<file path="config.mk">
export PLATFORM = sky130hd
export DESIGN_NAME = cpu6_pipereg_ifid_hs
export DESIGN_NICKNAME = d
export VERILOG_FILES = /design/src/rtl/cpu6_pipereg_ifid_hs_pkg.sv /design/src/rtl/cpu6_pipereg_ifid_hs_entry.sv /design/src/rtl/cpu6_pipereg_ifid_hs.sv
export SDC_FILE = /design/constraint.sdc
export NUM_CORES = 1
export LEC_CHECK = 0
export BUFFER_PORTS_ARGS = -buffer_cell sky130_fd_sc_hd__buf_2
export CAP_MARGIN = 20
export CORE_MARGIN = 3
export CORE_UTILIZATION = 43
export DETAILED_ROUTE_END_ITERATION = 6
export PLACE_DENSITY = 0.73
export SYNTH_ARGS = -nofsm -noshare
export SYNTH_HDL_FRONTEND = slang
export SYNTH_HIERARCHICAL = 1
export SYNTH_SLANG_ARGS = --single-unit
export TNS_END_PERCENT = 20
</file>
<file path="constraint.sdc">
create_clock -name clk -period 1.85 [get_ports clk]
set_input_delay 0.2775 -clock clk [delete_from_list [all_inputs] [get_ports clk]]
set_output_delay 0.2775 -clock clk [all_outputs]
set_load 0.01 [all_outputs]
</file>
<file path="src/rtl/cpu6_pipereg_ifid_hs_pkg.sv">
// Shared constants for the cpu6 IF->ID pipeline register: default widths,
// the bubble instruction and the packed payload bundle width.
package cpu6_pipereg_ifid_hs_pkg;

    localparam int          CPU6_XLEN      = 32;
    localparam int          CPU6_ILEN      = 32;
    localparam int          CPU6_CNT_W     = 16;
    localparam logic [31:0] CPU6_NOP_INSTR = 32'h0000_0013;

    // Payload bundle is {pc, instr, fault}.
    localparam int CPU6_BUNDLE_W = CPU6_XLEN + CPU6_ILEN + 1;

    function automatic int bundle_w(input int xlen, input int ilen);
        return xlen + ilen + 1;
    endfunction

endpackage

</file>
<file path="src/rtl/cpu6_pipereg_ifid_hs_entry.sv">
// One pipeline-register entry: a valid flop with async and sync clear, and a
// load-enabled payload register that holds its value when not loaded.
module cpu6_pipereg_entry
    import cpu6_pipereg_ifid_hs_pkg::*;
#(
    parameter int W = CPU6_BUNDLE_W
) (
    input  logic         clk,
    input  logic         resetn,
    input  logic         valid_nxt,
    input  logic         sync_clr,
    input  logic         load,
    input  logic [W-1:0] din,
    output logic         valid,
    output logic [W-1:0] dout
);

    logic         valid_d, valid_q;
    logic [W-1:0] data_d, data_q;

    // A beat loaded in a flush cycle is discarded, so the payload keeps its old value.
    always_comb begin
        valid_d = sync_clr ? 1'b0 : valid_nxt;
        data_d  = (load && !sync_clr) ? din : data_q;
    end

    // NOTE: the payload is reset as well, so pcD reads zero straight out of reset.
    always_ff @(posedge clk or negedge resetn) begin
        if (!resetn) begin
            valid_q <= 1'b0;
            data_q  <= '0;
        end else begin
            valid_q <= valid_d;
            data_q  <= data_d;
        end
    end

    assign valid = valid_q;
    assign dout  = data_q;

endmodule

</file>
<file path="src/rtl/cpu6_pipereg_ifid_hs.sv">
// cpu6 IF->ID pipeline register with valid/ready handshake, flush, NOP bubbles,
// fault sideband and stall counter. CPU6_IFID_SKID_EN adds a registered-ready skid entry.
module cpu6_pipereg_ifid_hs
    import cpu6_pipereg_ifid_hs_pkg::*;
#(
    parameter int              XLEN      = CPU6_XLEN,
    parameter int              ILEN      = CPU6_ILEN,
    parameter logic [ILEN-1:0] NOP_INSTR = CPU6_NOP_INSTR,
    parameter int              CNT_W     = CPU6_CNT_W
) (
    input  logic             clk,
    input  logic             resetn,
    input  logic             in_valid,
    output logic             in_ready,
    input  logic [XLEN-1:0]  pc,
    input  logic [ILEN-1:0]  instr,
    input  logic             fault,
    input  logic             flush,
    output logic             outD_valid,
    input  logic             outD_ready,
    output logic [XLEN-1:0]  pcD,
    output logic [ILEN-1:0]  instrD,
    output logic             faultD,
    output logic [CNT_W-1:0] stall_cnt
);

    localparam int BW = bundle_w(XLEN, ILEN);

    logic          accept, consume;
    logic          valid_m, valid_m_nxt, load_m;
    logic [BW-1:0] in_bundle, m_din, m_bundle;

    assign in_bundle = {pc, instr, fault};
    assign accept    = in_valid & in_ready;
    assign consume   = valid_m & outD_ready;

`ifdef CPU6_IFID_SKID_EN
    logic          valid_s, valid_s_nxt, load_s;
    logic [BW-1:0] s_bundle;

    // Occupancy EMPTY/ONE/TWO is encoded by {valid_s, valid_m}; S is always the younger beat.
    always_comb begin
        in_ready    = ~valid_s;
        load_s      = accept & valid_m & ~consume;
        valid_s_nxt = load_s | (valid_s & ~consume);
        load_m      = (accept & ~valid_m) | (consume & (valid_s | accept));
        valid_m_nxt = valid_s | accept | (valid_m & ~consume);
        m_din       = valid_s ? s_bundle : in_bundle;
    end

    cpu6_pipereg_entry #(.W(BW)) u_entry_s (
        .clk       (clk),
        .resetn    (resetn),
        .valid_nxt (valid_s_nxt),
        .sync_clr  (flush),
        .load      (load_s),
        .din       (in_bundle),
        .valid     (valid_s),
        .dout      (s_bundle)
    );
`else
    // NOTE: every signal driven here gets a value on every path, so no latch is inferred.
    always_comb begin
        in_ready    = ~valid_m | outD_ready;
        load_m      = accept;
        valid_m_nxt = accept | (valid_m & ~consume);
        m_din       = in_bundle;
    end
`endif

    cpu6_pipereg_entry #(.W(BW)) u_entry_m (
        .clk       (clk),
        .resetn    (resetn),
        .valid_nxt (valid_m_nxt),
        .sync_clr  (flush),
        .load      (load_m),
        .din       (m_din),
        .valid     (valid_m),
        .dout      (m_bundle)
    );

    assign outD_valid = valid_m;
    assign pcD        = m_bundle[BW-1 -: XLEN];
    assign instrD     = valid_m ? m_bundle[ILEN:1] : NOP_INSTR;
    assign faultD     = valid_m & m_bundle[0];

    // Saturating stall counter; flush does not clear it.
    logic [CNT_W-1:0] stall_cnt_d, stall_cnt_q;

    always_comb begin
        stall_cnt_d = stall_cnt_q;
        if (valid_m && !outD_ready && !(&stall_cnt_q))
            stall_cnt_d = stall_cnt_q + 1'b1;
    end

    // NOTE: sequential state uses non-blocking assignments only.
    always_ff @(posedge clk or negedge resetn) begin
        if (!resetn)
            stall_cnt_q <= '0;
        else
            stall_cnt_q <= stall_cnt_d;
    end

    assign stall_cnt = stall_cnt_q;

endmodule
</file>
; ---- Word-level counts from Yosys, hierarchy flattened
; Cells that the tools add are included.
[totals]
ff_bits = 82
latchBits = 0
mem_bits_rw = 0
mem_bits_ro = 0
input_bits = 70
output_inout_bits = 83
elab_cells = 21
mem_count = 0
[op_classes]
n_addsub = 1
n_mul = 0
n_div = 0
order_cmp = 0
n_eq_ne = 0
shift = 0
n_mux = 2
n_bitwise = 8
reduce_logical = 7
[ops]
columns = operator, count
row1 = 32-bit 2-to-1 mux, 1
row2 = 16-bit by 1-bit adder with 16-bit output (second input constant), 1
row3 = 16-bit AND reduction, 1
row4 = 1-bit AND, 4
row5 = 1-bit logical AND, 3
row6 = 1-bit zero test, 3
row7 = 1-bit inverter, 2
row8 = 1-bit bitwise OR, 2
row9 = 1-bit 2-to-1 mux, 1

; ---- Depth between registers and ports, before layout
[depth]
depth_word = 5
depth_mapped = 7
mapped_depth_nobuf = 5

; ---- Modules after synthesis
; The synthesis kept the hierarchy.
[modules_own_cells]
columns = mod, n_inst, cells_per_inst, area_each_um2, seq_area_each_um2
row1 = cpu6_pipereg_entry, 1, 140, 2720.1, 1651.6
row2 = cpu6_pipereg_ifid_hs, 1, 108, 1001.0, 400.4

; ---- Worst setup path after synthesis
; No wires, ideal clock.
[synth_timing]
kind = register -> register
startpoint = reg u_entry_m.valid_q, in the netlist u_entry_m/valid
endpoint = reg u_entry_m.data_q[11], in the netlist u_entry_m/dout[11]
setup_ps = 125
t_arrival_ps = 1786
t_required_ps = 1725
slack_ps = -62
stages_incl_launch_ff = 8
period_less_slack_ps = 1912
path_cell_list = dfrtp_1 > nand2b_1 > clkbuf_1 > and2_1 > nor2b_4 > buf_12 > buf_12 > mux2_4
[synth_between]
elab_chain_cells = 4
[synth_lines]
columns = element, line_no
row1 = "start, declared", cpu6_pipereg_ifid_hs_entry.sv:18  ; logic valid_d, valid_q;
row2 = "start signal, assigned", cpu6_pipereg_ifid_hs_entry.sv:33  ; valid_q <= valid_d;
row3 = 1-bit inverter, cpu6_pipereg_ifid_hs.sv:64  ; in_ready = ~valid_m | outD_ready;
row4 = 1-bit bitwise OR, cpu6_pipereg_ifid_hs.sv:64
row5 = named net in_ready, cpu6_pipereg_ifid_hs.sv:14  ; output logic in_ready,
row6 = 1-bit AND, cpu6_pipereg_ifid_hs.sv:34  ; assign accept = in_valid & in_ready;
row7 = named net accept, cpu6_pipereg_ifid_hs.sv:29  ; logic accept, consume;
row8 = 1-bit logical AND, cpu6_pipereg_ifid_hs_entry.sv:24  ; data_d = (load && !sync_clr) ? din : data_q;
row9 = "end signal, assigned", cpu6_pipereg_ifid_hs_entry.sv:34  ; data_q <= data_d;
row10 = "end, declared", cpu6_pipereg_ifid_hs_entry.sv:19  ; logic [W-1:0] data_d, data_q;
; The timed path passes the listed nets, and every way through them passes these cells.
; A chain may end at the register's enable or synchronous reset.

; ---- Final worst setup path
[layout_timing]
startpoint = reg u_entry_m.valid_q, in the netlist u_entry_m/valid
endpoint = reg u_entry_m.data_q[63], in the netlist u_entry_m/dout[63]
[layout_between]
elab_chain_cells = 4
[layout_lines]
columns = element, line_no
row1 = 1-bit inverter, cpu6_pipereg_ifid_hs.sv:64
row2 = 1-bit bitwise OR, cpu6_pipereg_ifid_hs.sv:64
row3 = 1-bit AND, cpu6_pipereg_ifid_hs.sv:34
row4 = named net accept, cpu6_pipereg_ifid_hs.sv:29
row5 = 1-bit logical AND, cpu6_pipereg_ifid_hs_entry.sv:24
; The timed path passes the listed nets, and every way through them passes these cells.

==> results_dict.tcl <==
set metrics [dict create \
    run_status "completed" \
    syn_inst 248 \
    reg2regPathDepth 6 \
    dr_total_vias 2486 \
    slowest_stage "dfrtp_1" \
    final.setup.worst_slack_ns 0.102 \
    stdcell_area_um2 4800 \
    area_growth_pct 29.0 \
    cts_htree_levels 3 \
    rows 33 \
    insertedDiodeCount 0 \
    first_pass_iters 4 \
    n_fill_cell 687 \
    finalWeightedCongestion 0.837 \
    crit_required_ns 2.09 \
    r2r-start "u_entry_m/valid$_DFF_PN0_" \
    grt_usage_pct 16.2 \
    cp_top_family "simple AND/OR/NAND/NOR gates" \
    max-vdd-ir-drop_mv 0.540 \
    post-route-util_pct 57.8 \
    syn_area_um2 3720 \
    cts_tree "done" \
    hold_ws_ns 0.148 \
    wl_met3_um 659 \
    power_switching_mw 1.34 \
    wl_mm 7.75 \
    synth_area_leaders "dfrtp_1 (55%), mux2_4 (20%), and2_1 (5.2%), mux2_2 (4.8%), xor2_1 (3.3%)" \
    hp-start "pc[29]" \
    synth_cell_types 27 \
    drive_gt1_share_pct 59.7 \
    die-area_um2 9810 \
    critPathKind "reg2reg" \
    hold_depth 2 \
    die_x_um 99.0 \
    crit_start "u_entry_m/valid$_DFF_PN0_" \
    cp_cell_sequence "nand2b_1, buf_4, and2_1, nor2b_4, buf_12, mux2_2" \
    cts_inserted_buffers 9 \
    grt_max_degree 45 \
    yosysTopAreaCell "dfrtp_1" \
    power_density_nw_per_um2 978 \
    rsz0062_at_grt "no" \
    hpwl_mm 5.60 \
    layout_min_cycle_time_ns 1.75 \
    worstPathArrival_ns 1.99 \
    timing.fmax_ghz 0.572 \
    syn-num-nets 319 \
    post-synth-top-area-fraction_pct 55.1 \
    num_io_pins 153 \
    hp-class "in2reg" \
    overflow 0 \
    fin_tns_setup_ns 0 \
    met2WireLength_mm 3.54 \
    regArea_um2 2050 \
    multi_input_area_um2 1520 \
    insertion_delay_ns 0.35 \
    clock_path_buffers 2 \
    port_buffers 152 \
    detail_route.wl_per_cell_um 14.9 \
    worstSetupStartpointType "flip-flop" \
    slew_headroom_pct 64.7 \
    grt_pass1_wl_mm 12.6 \
    clk_pin_slew_worst_paths_ns 0.09 \
    sequentialPowerShare_pct 48.5 \
    die_y_um 99.0 \
    p_clk_share_pct 28.7 \
    fin_skew_ns 0.0103 \
    wl_met1_mm 3.44 \
    crit_buf_inv 2 \
    root_buffer "clkbuf_8" \
    min_to "u_entry_m/dout[62]$_DFFE_PN0P_" \
    end_kind "flip-flop" \
    drtAntennaViolNets 0 \
    drt_iter0_markers 82 \
    crit_fanout 37 \
    final_cell_mix "buf_2 (151), dfrtp_1 (82), mux2_4 (50)" \
    drv_cap 0 \
    combPwrFrac_pct 22.9 \
    final_common_cell "buf_2" \
    p_sw_share_pct 28.5 \
    nets 480 \
    setup_viol 0 \
    seq_area_frac_synth_pct 55.1 \
    reg2reg_to "u_entry_m/dout[63]$_DFFE_PN0P_" \
    initial_core_util_pct 44.8 \
    hold_violations 0 \
    fp.coreArea_um2 8300 \
    ys_ff_latch 82 \
    avgSynthCellArea_um2 15.0 \
    finalMaxSlewViolations 0 \
    maxUsedRoutingLayer "met4" \
    worst_slew_pin_slew_ns 0.529 \
    leakage_nw 2.50 \
    antenna_found_initial 0 \
    grt_pass1_vias 2544 \
    vias_per_cell 4.79 \
    drc 0 \
    r2r_slack_ns 0.10 \
    preCtsSetupSlack_ns 0.0836 \
    critPathMaxStageDelay_ns 0.39 \
    cts_num_sinks 82 \
    min_period_over_period_pct 94.5 \
    placed_cell_area_um2 4580 \
    synth_warnings 6 \
    p_int_mw 3.36 \
]
[cells by family (layout without fill, tap and decap cells)]
logic type	count (synthesis)	in the layout	synth area share, %
buf+inv	13	179	4.10
mux	66	66	25.0
xor+xnor	14	14	3.30
simple gates	70	70	11.8
fa+ha+maj	1	1	0.336
flops	82	82	55.1
compound gates	2	2	0.269
[worst reg2reg max path, stage by stage (launching register included)]
cell      delay, ns
dfrtp_1        0.39
nand2b_1       0.12
buf_4          0.15
and2_1         0.12
nor2b_4        0.20
buf_12         0.27
mux2_2         0.39
[worst max-delay path by stage]
stage | endpoint | slack (ns) | depth (start not counted)
after floorplan | stall_cnt[14]$_DFFE_PN0P_ | 0.06 | 6
after global placement | u_entry_m/dout[0]$_DFFE_PN0P_ | 0.14 | 7
after detailed placement | u_entry_m/dout[63]$_DFFE_PN0P_ | 0.08 | 7
after CTS | stall_cnt[1]$_DFFE_PN0P_ | 0.07 | 6
after global routing | u_entry_m/dout[62]$_DFFE_PN0P_ | 0.004 | 6
final | u_entry_m/dout[63]$_DFFE_PN0P_ | 0.10 | 6
[per-stage QoR]
stage | cells | total power, mW
3_5_place_dp | 502 | 3.39
3_3_place_gp | 502 | 3.36
4_1_cts | 519 | 4.76
5_1_grt | 519 | 4.97
6_report | 519 | 4.69
2_1_floorplan | 248 | 2.93
[synthesized netlist by cell type (all sizes together)]
cell type / n
and2: 31
and2b: 1
and4: 1
buf: 9
clkbuf: 4
dfrtp: 82
ha: 1
mux2: 66
nand2: 4
nand2b: 2
nand3: 4
nand4: 4
nor2: 4
nor2b: 1
nor3: 5
nor3b: 3
nor4: 2
nor4b: 3
o21ai: 2
or2b: 3
or3: 1
or4: 1
xor2: 14
[layer usage]
layer,up-vias,GRT usage [%]
met4,0,5.36
met5,-,0
met3,10,4.81
li1,1169,-
met1,1208,22.2
met2,99,24.7
[state kept, by name, summed over array words and instances (netlist names)]
name / count
u_entry_m/valid: 1
stall_cnt: 16
u_entry_m/dout: 65
[what timing repair did]
item                                    in CTS  in global routing
hold buffers                                 1                  0
buffers inserted                             0                  0
gates resized for setup                      0                  1
endpoints found under the hold margin       38                  0
endpoints found under the setup margin       0                  1
[final cells by class]
| type | count | share of cell area [%] |
|---|---|---|
| Sequential cell | 82 | 42.8 |
| Multi-Input combinational cell | 153 | 31.7 |
| Timing Repair Buffer | 163 | 18.5 |
| Tap cell | 105 | 2.74 |
| Clock buffer | 9 | 2.58 |
| Clock inverter | 7 | 1.72 |
[power groups by stage]
stage / combinational [mW] / clock, mW / sequential [mW]
floorplan: 0.566 / 0 / 2.37
global placement: 1.07 / 0 / 2.29
detailed placement: 1.08 / 0 / 2.31
CTS: 1.09 / 1.39 / 2.28
global route: 1.17 / 1.48 / 2.32
finish: 1.07 / 1.35 / 2.27
(Power assumes the default switching activity.)
